===== src/rtl/ptr_mem_port_pkg.sv =====
// Shared types for the pointer load/store sequencer: FSM states, post-modify
// codes and the post-modify hazard rule.
package ptr_mem_port_pkg;

  typedef enum logic [1:0] {
    ST_IDLE   = 2'd0,
    ST_ACCESS = 2'd1,
    ST_WB     = 2'd2
  } state_e;

  typedef enum logic [1:0] {
    POST_NONE  = 2'b00,
    POST_INC   = 2'b01,
    POST_DEC   = 2'b10,
    POST_NONE2 = 2'b11
  } post_e;

  // A load into either half of the pair being modified wins over the post-modify.
  function automatic logic post_allowed(logic store, logic [3:0] dest, logic [3:0] ptr_sel);
    post_allowed = !ptr_sel[0] && (store || (dest[3:1] != ptr_sel[3:1]));
  endfunction

endpackage


===== src/rtl/ptr_mem_port_if.sv =====
// Bundle of request, data-memory and register-file signals around the
// pointer load/store sequencer.
interface ptr_mem_port_if;

  logic        req_valid;
  logic        req_ready;
  logic        req_store;
  logic [1:0]  req_post;
  logic [3:0]  req_dest;
  logic [3:0]  req_ptr_sel;
  logic [7:0]  ptr_lo;
  logic [7:0]  ptr_hi;
  logic [7:0]  req_wdata;

  logic [15:0] mem_addr;
  logic [7:0]  mem_wdata;
  logic        mem_re;
  logic        mem_we;
  logic [7:0]  mem_rdata;
  logic        mem_ack;

  logic        rf_write_en;
  logic [3:0]  rf_wsel;
  logic [7:0]  rf_wdata;
  logic        rf_inc;
  logic        rf_dec;
  logic [3:0]  rf_ptr_sel;
  logic        err;

  modport slave (
    input  req_valid, req_store, req_post, req_dest, req_ptr_sel, ptr_lo, ptr_hi, req_wdata,
    input  mem_rdata, mem_ack,
    output req_ready, mem_addr, mem_wdata, mem_re, mem_we,
    output rf_write_en, rf_wsel, rf_wdata, rf_inc, rf_dec, rf_ptr_sel, err
  );

  modport master (
    output req_valid, req_store, req_post, req_dest, req_ptr_sel, ptr_lo, ptr_hi, req_wdata,
    output mem_rdata, mem_ack,
    input  req_ready, mem_addr, mem_wdata, mem_re, mem_we,
    input  rf_write_en, rf_wsel, rf_wdata, rf_inc, rf_dec, rf_ptr_sel, err
  );

endinterface


===== src/rtl/ptr_mem_port.sv =====
// Pointer-pair load/store sequencer: one handshaked byte access to data memory,
// then a single write-back cycle driving the regfile write and inc/dec ports.
module ptr_mem_port
  import ptr_mem_port_pkg::*;
#(
  parameter int unsigned TIMEOUT = 15
) (
  input logic           clk,
  input logic           rst_n,
  ptr_mem_port_if.slave bus
);

  localparam logic [7:0] CntLast = 8'(TIMEOUT - 1);

  state_e      state_q, state_d;
  logic [15:0] addr_q;
  logic [7:0]  wdata_q;
  logic [3:0]  dest_q;
  logic [3:0]  ptr_sel_q;
  post_e       post_q;
  logic        store_q;
  logic [7:0]  rdata_q;
  logic        abort_q;
  logic [7:0]  cnt_q;

  logic accept;
  logic timeout_hit;

  assign accept      = (state_q == ST_IDLE) && bus.req_valid;
  assign timeout_hit = (state_q == ST_ACCESS) && !bus.mem_ack && (cnt_q == CntLast);

  always_ff @(posedge clk or negedge rst_n) begin
    if (!rst_n) state_q <= ST_IDLE;
    else        state_q <= state_d;
  end

  always_comb begin
    state_d = state_q;
    case (state_q)
      ST_IDLE:   if (bus.req_valid) state_d = ST_ACCESS;
      ST_ACCESS: if (bus.mem_ack || timeout_hit) state_d = ST_WB;
      ST_WB:     state_d = ST_IDLE;
      default:   state_d = ST_IDLE;
    endcase
  end

  // Request fields are captured once at accept; the counter only runs while waiting for ack.
  always_ff @(posedge clk or negedge rst_n) begin
    if (!rst_n) begin
      addr_q    <= '0;
      wdata_q   <= '0;
      dest_q    <= '0;
      ptr_sel_q <= '0;
      post_q    <= POST_NONE;
      store_q   <= 1'b0;
      rdata_q   <= '0;
      abort_q   <= 1'b0;
      cnt_q     <= '0;
    end else if (accept) begin
      addr_q    <= {bus.ptr_hi, bus.ptr_lo};
      wdata_q   <= bus.req_wdata;
      dest_q    <= bus.req_dest;
      ptr_sel_q <= bus.req_ptr_sel;
      post_q    <= post_e'(bus.req_post);
      store_q   <= bus.req_store;
      abort_q   <= 1'b0;
      cnt_q     <= '0;
    end else if (state_q == ST_ACCESS) begin
      if (bus.mem_ack)      rdata_q <= bus.mem_rdata;
      else if (timeout_hit) abort_q <= 1'b1;
      else                  cnt_q   <= cnt_q + 8'd1;
    end
  end

  always_comb begin
    bus.req_ready   = (state_q == ST_IDLE);
    bus.mem_addr    = addr_q;
    bus.mem_wdata   = wdata_q;
    bus.mem_re      = 1'b0;
    bus.mem_we      = 1'b0;
    bus.rf_write_en = 1'b0;
    bus.rf_wsel     = '0;
    bus.rf_wdata    = '0;
    bus.rf_inc      = 1'b0;
    bus.rf_dec      = 1'b0;
    bus.rf_ptr_sel  = '0;
    bus.err         = 1'b0;
    if (state_q == ST_ACCESS) begin
      bus.mem_re = !store_q;
      bus.mem_we = store_q;
    end else if (state_q == ST_WB) begin
      if (abort_q) begin
        bus.err = 1'b1;
      end else begin
        if (!store_q) begin
          bus.rf_write_en = 1'b1;
          bus.rf_wsel     = dest_q;
          bus.rf_wdata    = rdata_q;
        end
        if (post_allowed(store_q, dest_q, ptr_sel_q) &&
            (post_q == POST_INC || post_q == POST_DEC)) begin
          bus.rf_inc     = (post_q == POST_INC);
          bus.rf_dec     = (post_q == POST_DEC);
          bus.rf_ptr_sel = ptr_sel_q;
        end
      end
    end
  end

endmodule

===== src/flat_wrapper.sv =====
// flat-port wrapper written by rule: the top's interface ports become plain ports
module ptr_mem_port_flat import ptr_mem_port_pkg::*;
#(
  parameter int unsigned TIMEOUT = 15
)
  (clk, rst_n, bus_req_valid, bus_req_store, bus_req_post, bus_req_dest, bus_req_ptr_sel, bus_ptr_lo, bus_ptr_hi, bus_req_wdata, bus_mem_rdata, bus_mem_ack, bus_req_ready, bus_mem_addr, bus_mem_wdata, bus_mem_re, bus_mem_we, bus_rf_write_en, bus_rf_wsel, bus_rf_wdata, bus_rf_inc, bus_rf_dec, bus_rf_ptr_sel, bus_err);
  ptr_mem_port_if bus_i ();
  input logic clk;
  input logic rst_n;
  input wire logic [$bits(bus_i.req_valid)-1:0] bus_req_valid;
  input wire logic [$bits(bus_i.req_store)-1:0] bus_req_store;
  input wire logic [$bits(bus_i.req_post)-1:0] bus_req_post;
  input wire logic [$bits(bus_i.req_dest)-1:0] bus_req_dest;
  input wire logic [$bits(bus_i.req_ptr_sel)-1:0] bus_req_ptr_sel;
  input wire logic [$bits(bus_i.ptr_lo)-1:0] bus_ptr_lo;
  input wire logic [$bits(bus_i.ptr_hi)-1:0] bus_ptr_hi;
  input wire logic [$bits(bus_i.req_wdata)-1:0] bus_req_wdata;
  input wire logic [$bits(bus_i.mem_rdata)-1:0] bus_mem_rdata;
  input wire logic [$bits(bus_i.mem_ack)-1:0] bus_mem_ack;
  output wire logic [$bits(bus_i.req_ready)-1:0] bus_req_ready;
  output wire logic [$bits(bus_i.mem_addr)-1:0] bus_mem_addr;
  output wire logic [$bits(bus_i.mem_wdata)-1:0] bus_mem_wdata;
  output wire logic [$bits(bus_i.mem_re)-1:0] bus_mem_re;
  output wire logic [$bits(bus_i.mem_we)-1:0] bus_mem_we;
  output wire logic [$bits(bus_i.rf_write_en)-1:0] bus_rf_write_en;
  output wire logic [$bits(bus_i.rf_wsel)-1:0] bus_rf_wsel;
  output wire logic [$bits(bus_i.rf_wdata)-1:0] bus_rf_wdata;
  output wire logic [$bits(bus_i.rf_inc)-1:0] bus_rf_inc;
  output wire logic [$bits(bus_i.rf_dec)-1:0] bus_rf_dec;
  output wire logic [$bits(bus_i.rf_ptr_sel)-1:0] bus_rf_ptr_sel;
  output wire logic [$bits(bus_i.err)-1:0] bus_err;
  assign bus_i.req_valid = bus_req_valid;
  assign bus_i.req_store = bus_req_store;
  assign bus_i.req_post = bus_req_post;
  assign bus_i.req_dest = bus_req_dest;
  assign bus_i.req_ptr_sel = bus_req_ptr_sel;
  assign bus_i.ptr_lo = bus_ptr_lo;
  assign bus_i.ptr_hi = bus_ptr_hi;
  assign bus_i.req_wdata = bus_req_wdata;
  assign bus_i.mem_rdata = bus_mem_rdata;
  assign bus_i.mem_ack = bus_mem_ack;
  assign bus_req_ready = bus_i.req_ready;
  assign bus_mem_addr = bus_i.mem_addr;
  assign bus_mem_wdata = bus_i.mem_wdata;
  assign bus_mem_re = bus_i.mem_re;
  assign bus_mem_we = bus_i.mem_we;
  assign bus_rf_write_en = bus_i.rf_write_en;
  assign bus_rf_wsel = bus_i.rf_wsel;
  assign bus_rf_wdata = bus_i.rf_wdata;
  assign bus_rf_inc = bus_i.rf_inc;
  assign bus_rf_dec = bus_i.rf_dec;
  assign bus_rf_ptr_sel = bus_i.rf_ptr_sel;
  assign bus_err = bus_i.err;
  ptr_mem_port #(.TIMEOUT(TIMEOUT)) u_core (.clk(clk), .rst_n(rst_n), .bus(bus_i));
endmodule

===== config.mk =====
export PLATFORM = sky130hd
export DESIGN_NAME = ptr_mem_port_flat
export DESIGN_NICKNAME = d
export VERILOG_FILES = /design/src/rtl/ptr_mem_port_pkg.sv /design/src/rtl/ptr_mem_port_if.sv /design/src/rtl/ptr_mem_port.sv /design/src/flat_wrapper.sv
export SDC_FILE = /design/constraint.sdc
export NUM_CORES = 1
export LEC_CHECK = 0
export CORE_MARGIN = 1.5
export CORE_UTILIZATION = 39
export CTS_BUF_LIST = sky130_fd_sc_hd__clkbuf_16
export DETAILED_ROUTE_END_ITERATION = 7
export PLACE_DENSITY = 0.76
export SLEW_MARGIN = 20
export SYNTH_ARGS = -nofsm -noshare
export SYNTH_HDL_FRONTEND = slang
export SYNTH_SLANG_ARGS = --single-unit

===== constraint.sdc =====
create_clock -name clk -period 1.85 [get_ports clk]
set_input_delay 0.555 -clock clk [delete_from_list [all_inputs] [get_ports clk]]
set_output_delay 0.555 -clock clk [all_outputs]
set_load 0.01 [all_outputs]

# Word level (Yosys, flattened, before mapping)
# Cells that the tools add are included.
# W data, S select, Z words.
# totals
output_inout_bits	47
ff_bits	54
elab_cells	80
rom_bits	0
ramBits	0
input_bits	47
memories	0
latch_bits	0
# classes
mux	40
n_div	0
mul	0
shift	0
bitwise	1
n_addsub	1
n_reduce_logical	18
eq_ne	10
n_lt_le_gt_ge	0
# ops
cell	count
$mux W8	8
$mux W4	8
$mux W1	21
$reduce_and A3 Y1	3
$add A8 B1 Y8 const B	1
$eq A8 B4 Y1 const B	1
$ne A2 B1 Y1 const B	3
$logic_and A1 B1 Y1	5
$eq A2 B1 Y1 const B	2
$eq A2 B2 Y1 const B	2
$mux W2	2
$pmux W2 S2	1
$reduce_bool A2 Y1	2
$logic_not A1 Y1	3
$logic_or A1 B1 Y1	3
$ne A3 B3 Y1	1
$logic_not A2 Y1	1
$ne A2 B2 Y1 const B	1
$reduce_and A2 Y1	1
$not A1 Y1	1

# Depth between registers and ports, before layout
# logic_depth
word_depth	8
depth_mapped	5
mapped_depth_nobuf	5

# Worst setup path after synthesis
# Ideal clock, no wire load.
# synth_path
kind	flip-flop to output port
from	register u_core.state_q[0]
to	output bus_rf_wdata[1]
path_stages_with_launch	5
required_ns	1.295
slack_ns	-0.147
path_buffers	1
arrival_ns	1.442
path_cell_list	dfrtp_1 > nor3b_1 > nor2b_1 > buf_2 > and2_1
# synth_between
elab_chain_cells	3
elab_cells_between_ends	4
classes_between	eq/ne: 2; mux: 2
# synth_lines
element	line	source
from (decl)	ptr_mem_port.sv:15	state_e state_q, state_d;
from (signal assigned)	ptr_mem_port.sv:34	else state_q <= state_d;
$eq A2 B2 Y1	ptr_mem_port.sv:91	end else if (state_q == ST_WB) begin
$mux W8	ptr_mem_port.sv:91	
$mux W8 (*)	ptr_mem_port.sv:88	if (state_q == ST_ACCESS) begin
to (decl)	flat_wrapper.sv:27	output wire logic [$bits(bus_i.rf_wdata)-1:0] bus_rf_wdata;
# Every way passes the cells marked *; elsewhere a longest branch is shown, timed or not.

# Final worst setup path
# layout_path
from	register u_core.post_q[0]
to	output bus_rf_ptr_sel[1]
# layout_between
elab_chain_cells	7
elab_cells_between_ends	8
classes_between	eq/ne: 2; mux: 4; reduce/logical: 2
# layout_lines
element	line	source
from (decl)	ptr_mem_port.sv:20	post_e post_q;
from (signal assigned)	ptr_mem_port.sv:64	post_q <= post_e'(bus.req_post);
$eq A2 B1 Y1 or $eq A2 B2 Y1 (tied branches)	ptr_mem_port.sv:101	(post_q == POST_INC || post_q == POST_DEC)) begin
$logic_or A1 B1 Y1 (*)	ptr_mem_port.sv:101	
$logic_and A1 B1 Y1 (*)	ptr_mem_port.sv:100	if (post_allowed(store_q, dest_q, ptr_sel_q) &&
$mux W4 (*)	ptr_mem_port.sv:100	
$mux W4 (*)	ptr_mem_port.sv:92	if (abort_q) begin
$mux W4 (*)	ptr_mem_port.sv:91	
$mux W4 (*)	ptr_mem_port.sv:88	
to (decl)	flat_wrapper.sv:30	output wire logic [$bits(bus_i.rf_ptr_sel)-1:0] bus_rf_ptr_sel;
# Marked as above.

==> summary.md <==
| Metric | Value |
|---|---|
| Status | `finished, violations left` |
| Failing checks | `setup timing` |
| Sequential cell area | `around 1400 um^2` |
| Post-synthesis compound-gate area fraction | `0.0300` |
| Congestion Overflow GR | `0` |
| Die X | `81.8 um` |
| Slew margin rel. | `0.645` |
| DP Area | `roughly 3600 um^2` |
| Mean Syn Cell Area | `between 10 and 15 um^2` |
| Dominant cell type by area after synthesis | `dfrtp_1` |
| Worst IR Drop VDD | `0.698 mV` |
| Die ar. | `between 6000 and 7000 um^2` |
| LEAKAGE | `about 1.8 nW` |
| Routed WL | `approximately 5500 um` |
| Finished Cell Area | `~3900 um^2` |
| Reg-to-reg setup timing slack | `0.19 ns` |
| Final Skew | `approximately 0.0071 ns` |
| Max Slew Vio Count | `0` |
| Initial DRC count | `50` |
| Hold buffers post-CTS | `0` |
| Ant. Diodes | `0` |
| Req. time, crit path | `approximately 1.3 ns` |
| Ports | `between 90 and 100` |
| Unrepaired setup endpoints after global routing | `true` |
| CP Max Fanout | `5` |
| Die Y | `81.8 um` |
| H-Tree Depth | `2` |
| Critical path class | `reg2out` |
| Flop and latch count out of synthesis | `54` |
| Time the worst path needs with I/O delays and setup | `between 2 and 2.5 ns` |
| Synth top area cells | `dfrtp_1, mux2_2, and2_1` |
| Power per Cell Area | `1310 nW/um^2` |
| Yosys top cell area share | `0.558` |
| GRT Util Overall | `0.172` |
| Setup crit start kind | `flip-flop` |
| GPL Wtd Cong | `~0.87` |
| Clock latency on the worst-skew pair | `between 0.2 and 0.3 ns` |
| Post-Synth XOR/XNOR Area | `0.0108` |
| Post-route ant nets | `0` |
| Fraction of registers with async set or reset after synthesis | `1.00` |
| Simple-gate share of the synthesized area | `0.130` |
| Worst Setup EP | `bus_rf_ptr_sel[1]` |
| Placed cells | `around 370` |
| Layout Cells excl Fill | `between 300 and 400` |
| Finish-stage setup viols | `18` |
| Distinct cells, synth | `32` |
| Largest family of logic cells by synthesized area | `multiplexers` |
| Total number of vias | `1,889` |
| CTS root buf | `clkbuf_16` |
| Area delta synth->final | `60.8%` |
| First-pass DRT Iterations | `4` |
| FMAX | `roughly 480 MHz` |
| First-pass GRT wire length | `8730 um` |
| Vias per cell | `between 4 and 5` |
| Hold Violations, Final | `0` |
| Worst reg2reg startpoint | `u_core.state_q[1]` |
| Worst-path cell chain | `inv_1 -> ha_1 -> nor2_1 -> buf_4 -> nand3_1 -> a21oi_1 -> buf_2` |
| Sequential fraction of the synthesis area | `0.558` |
| Avg WL per Cell | `around 14 um` |
| Placeable Area | `roughly 6000 um^2` |
| Synthesized Nets | `242` |
| Largest net degree at the start of global routing | `34` |
| CTS tree | `done` |
| Multi-input logic area | `between 1000 and 1500 um^2` |
| CP startpoint | `u_core.post_q[0]` |
| Element type at the critical path end | `output pin` |
| Crit path max-delay cell type | `dfrtp_1` |
| Worst r2r path cells | `4` |
| Final period utilization | `1.12` |
| Dominant synthesized flop cell | `dfrtp_1` |
| Cts bufs inserted | `5` |
| HPWL after DPL | `roughly 3800 um` |
| Filler cell count | `484` |
| Post-synth EDFFs | `0` |
| Adder-Cell Fraction of Synth Area | `0.0207` |
| Least-Margin Pin Slew | `0.526 ns` |
| Clock Sinks | `54` |
| YS warnings | `0` |
| RR Endpoint | `u_core.cnt_q[7]` |
| Cells after synthesis | `roughly 190` |
| Initial antenna violation count | `0` |
| Fin nets | `360` |
| Mux contribution to synthesized area | `0.225` |
| Max-cap violations | `0` |
| Setup WS post-layout | `-0.213 ns` |
| Drt drc | `0` |
| Worst EP arrival | `1.51 ns` |
| CTS Buffer Depth | `2` |
| Reg clk slew, reported paths | `0.07 ns` |
| # port buffers | `between 90 and 100` |
| Initial Util | `0.407` |
| Row count | `28` |
| Netlist Area Pre-Place | `2420 um^2` |
| Layout cell share with drive strength beyond 1 | `0.387` |
| Vias in the first global route | `between 1.5k and 2k` |
| Critical path's largest stage delay | `0.34 ns` |
| Worst hold path type | `in2async` |
[cells in the mapped netlist (2+ instances only)]
library cell,n
and3_1,2
o211ai_1,3
a21oi_1,3
o31ai_1,2
nand2_1,9
or4_1,2
buf_2,5
nor2b_1,3
mux2i_1,6
dfrtp_1,54
nand3_1,7
inv_1,4
nor2_1,7
nor3b_1,2
ha_1,4
xor2_1,3
mux2_2,43
o21a_1,2
clkbuf_1,2
and2_1,14
nor3_1,3
[how the worst min path moves through the flow]
stage,cells past startpoint,start,to
after floorplan,0,rst_n,u_core.abort_q
after global placement,1,u_core.rdata_q[3],u_core.rdata_q[3]
after CTS,1,rst_n,u_core.bus.mem_addr[7]
after global routing,1,rst_n,u_core.bus.mem_addr[9]
final,1,rst_n,u_core.bus.mem_wdata[2]
after detailed placement,1,u_core.rdata_q[5],u_core.rdata_q[5]
[cell families after synthesis]
group,after synthesis
buffers and inverters,13
xor gates and xnor gates,3
adders and majority gates,4
and+or+nand+nor,56
muxes,49
AOI/OAI and AO/OA,11
other,1
DFF,54
[power by group]
part           internal (W)  switching, W  total (W)
Sequential          0.00164      0.000290    0.00193
Combinational       0.00127      0.000738    0.00201
Clock              0.000770      0.000399    0.00117
[flip-flops by register name, indices dropped and copies added (netlist names)]
register and cells:
u_core.abort_q 1, u_core.bus.mem_addr 16, u_core.bus.mem_wdata 8, u_core.rdata_q 8, u_core.store_q 1, u_core.state_q 2, u_core.dest_q 4, u_core.cnt_q 8
u_core.post_q 2, u_core.ptr_sel_q 4
[critical path: cells and delay by family, from the launching register on]
kind | cells | cell delay [ns]
compound gates | 1 | 0.11
fa+ha+maj | 1 | 0.28
buf+inv | 3 | 0.32
flops | 1 | 0.34
simple gates | 2 | 0.17
[cells in the final DEF, fill, tap and decap left out, types with 2 or more instances in the layout]
cell,netlist,layout
or3b_4,0,2
clkdlybuf4s50_1,0,68
buf_4,1,21
mux2_2,43,43
nand3_1,7,7
o211ai_1,3,3
nor3_1,3,3
dfrtp_1,54,54
inv_1,4,4
ha_1,4,4
mux2i_1,6,6
and2_1,14,3
clkbuf_16,0,5
o31ai_1,2,2
xor2_1,3,3
nand2_1,9,9
and3_1,2,2
buf_2,5,9
nor2_1,7,7
and2_4,0,11
buf_6,0,15
a21oi_1,3,2
nor2b_4,0,3
o21a_1,2,2
buf_12,0,3
bufinv_16,0,2
[per-layer routing]
| metal | share of wire | vias up | GRT usage |
|---|---|---|---|
| li1 | - | 898 | - |
| met1 | 0.40 | 919 | 0.194 |
| met2 | 0.51 | 63 | 0.309 |
| met3 | 0.069 | 9 | 0.0511 |
| met4 | 0.021 | 0 | 0.0542 |
| met5 | 0 | - | 0 |
[timing repair]
| item | 4_1_cts | 5_1_grt |
|---|---|---|
| hold endpoints to repair | 0 | 0 |
| buffers inserted | 1 | 2 |
| setup endpoints to repair | 24 | 22 |
| gates cloned | 1 | 0 |
| pin swaps | 17 | 6 |
| gates resized for setup | 102 | 21 |
[metrics by stage]
| step | power, W | hold slack, ns | worst slack [ns] | utilization | setup TNS (ns) |
|---|---|---|---|---|---|
| 5_1_grt | 0.00542 | 0.268 | -0.354 | 0.654 | -5.04 |
| 2_1_floorplan | 0.00277 | 0.259 | 0.0165 | - | 0 |
| 4_1_cts | 0.00508 | 0.251 | -0.219 | 0.639 | -3.17 |
| 6_report | 0.00511 | 0.228 | -0.213 | 0.654 | -2.87 |
| 3_3_place_gp | 0.00378 | 0.479 | -0.313 | 0.606 | -17.04 |
| 3_5_place_dp | 0.00385 | 0.485 | -0.317 | 0.606 | -16.92 |
[layout make-up]
class | count | share of cell area
clock inverter | 3 | 0.0164
inverter | 4 | 0.00385
tap | 75 | 0.0241
timing repair buffer | 120 | 0.300
sequential | 54 | 0.347
multi-input combinational | 124 | 0.277
clock buffer | 5 | 0.0321
Note: power is estimated with default switching activity, not from simulation.
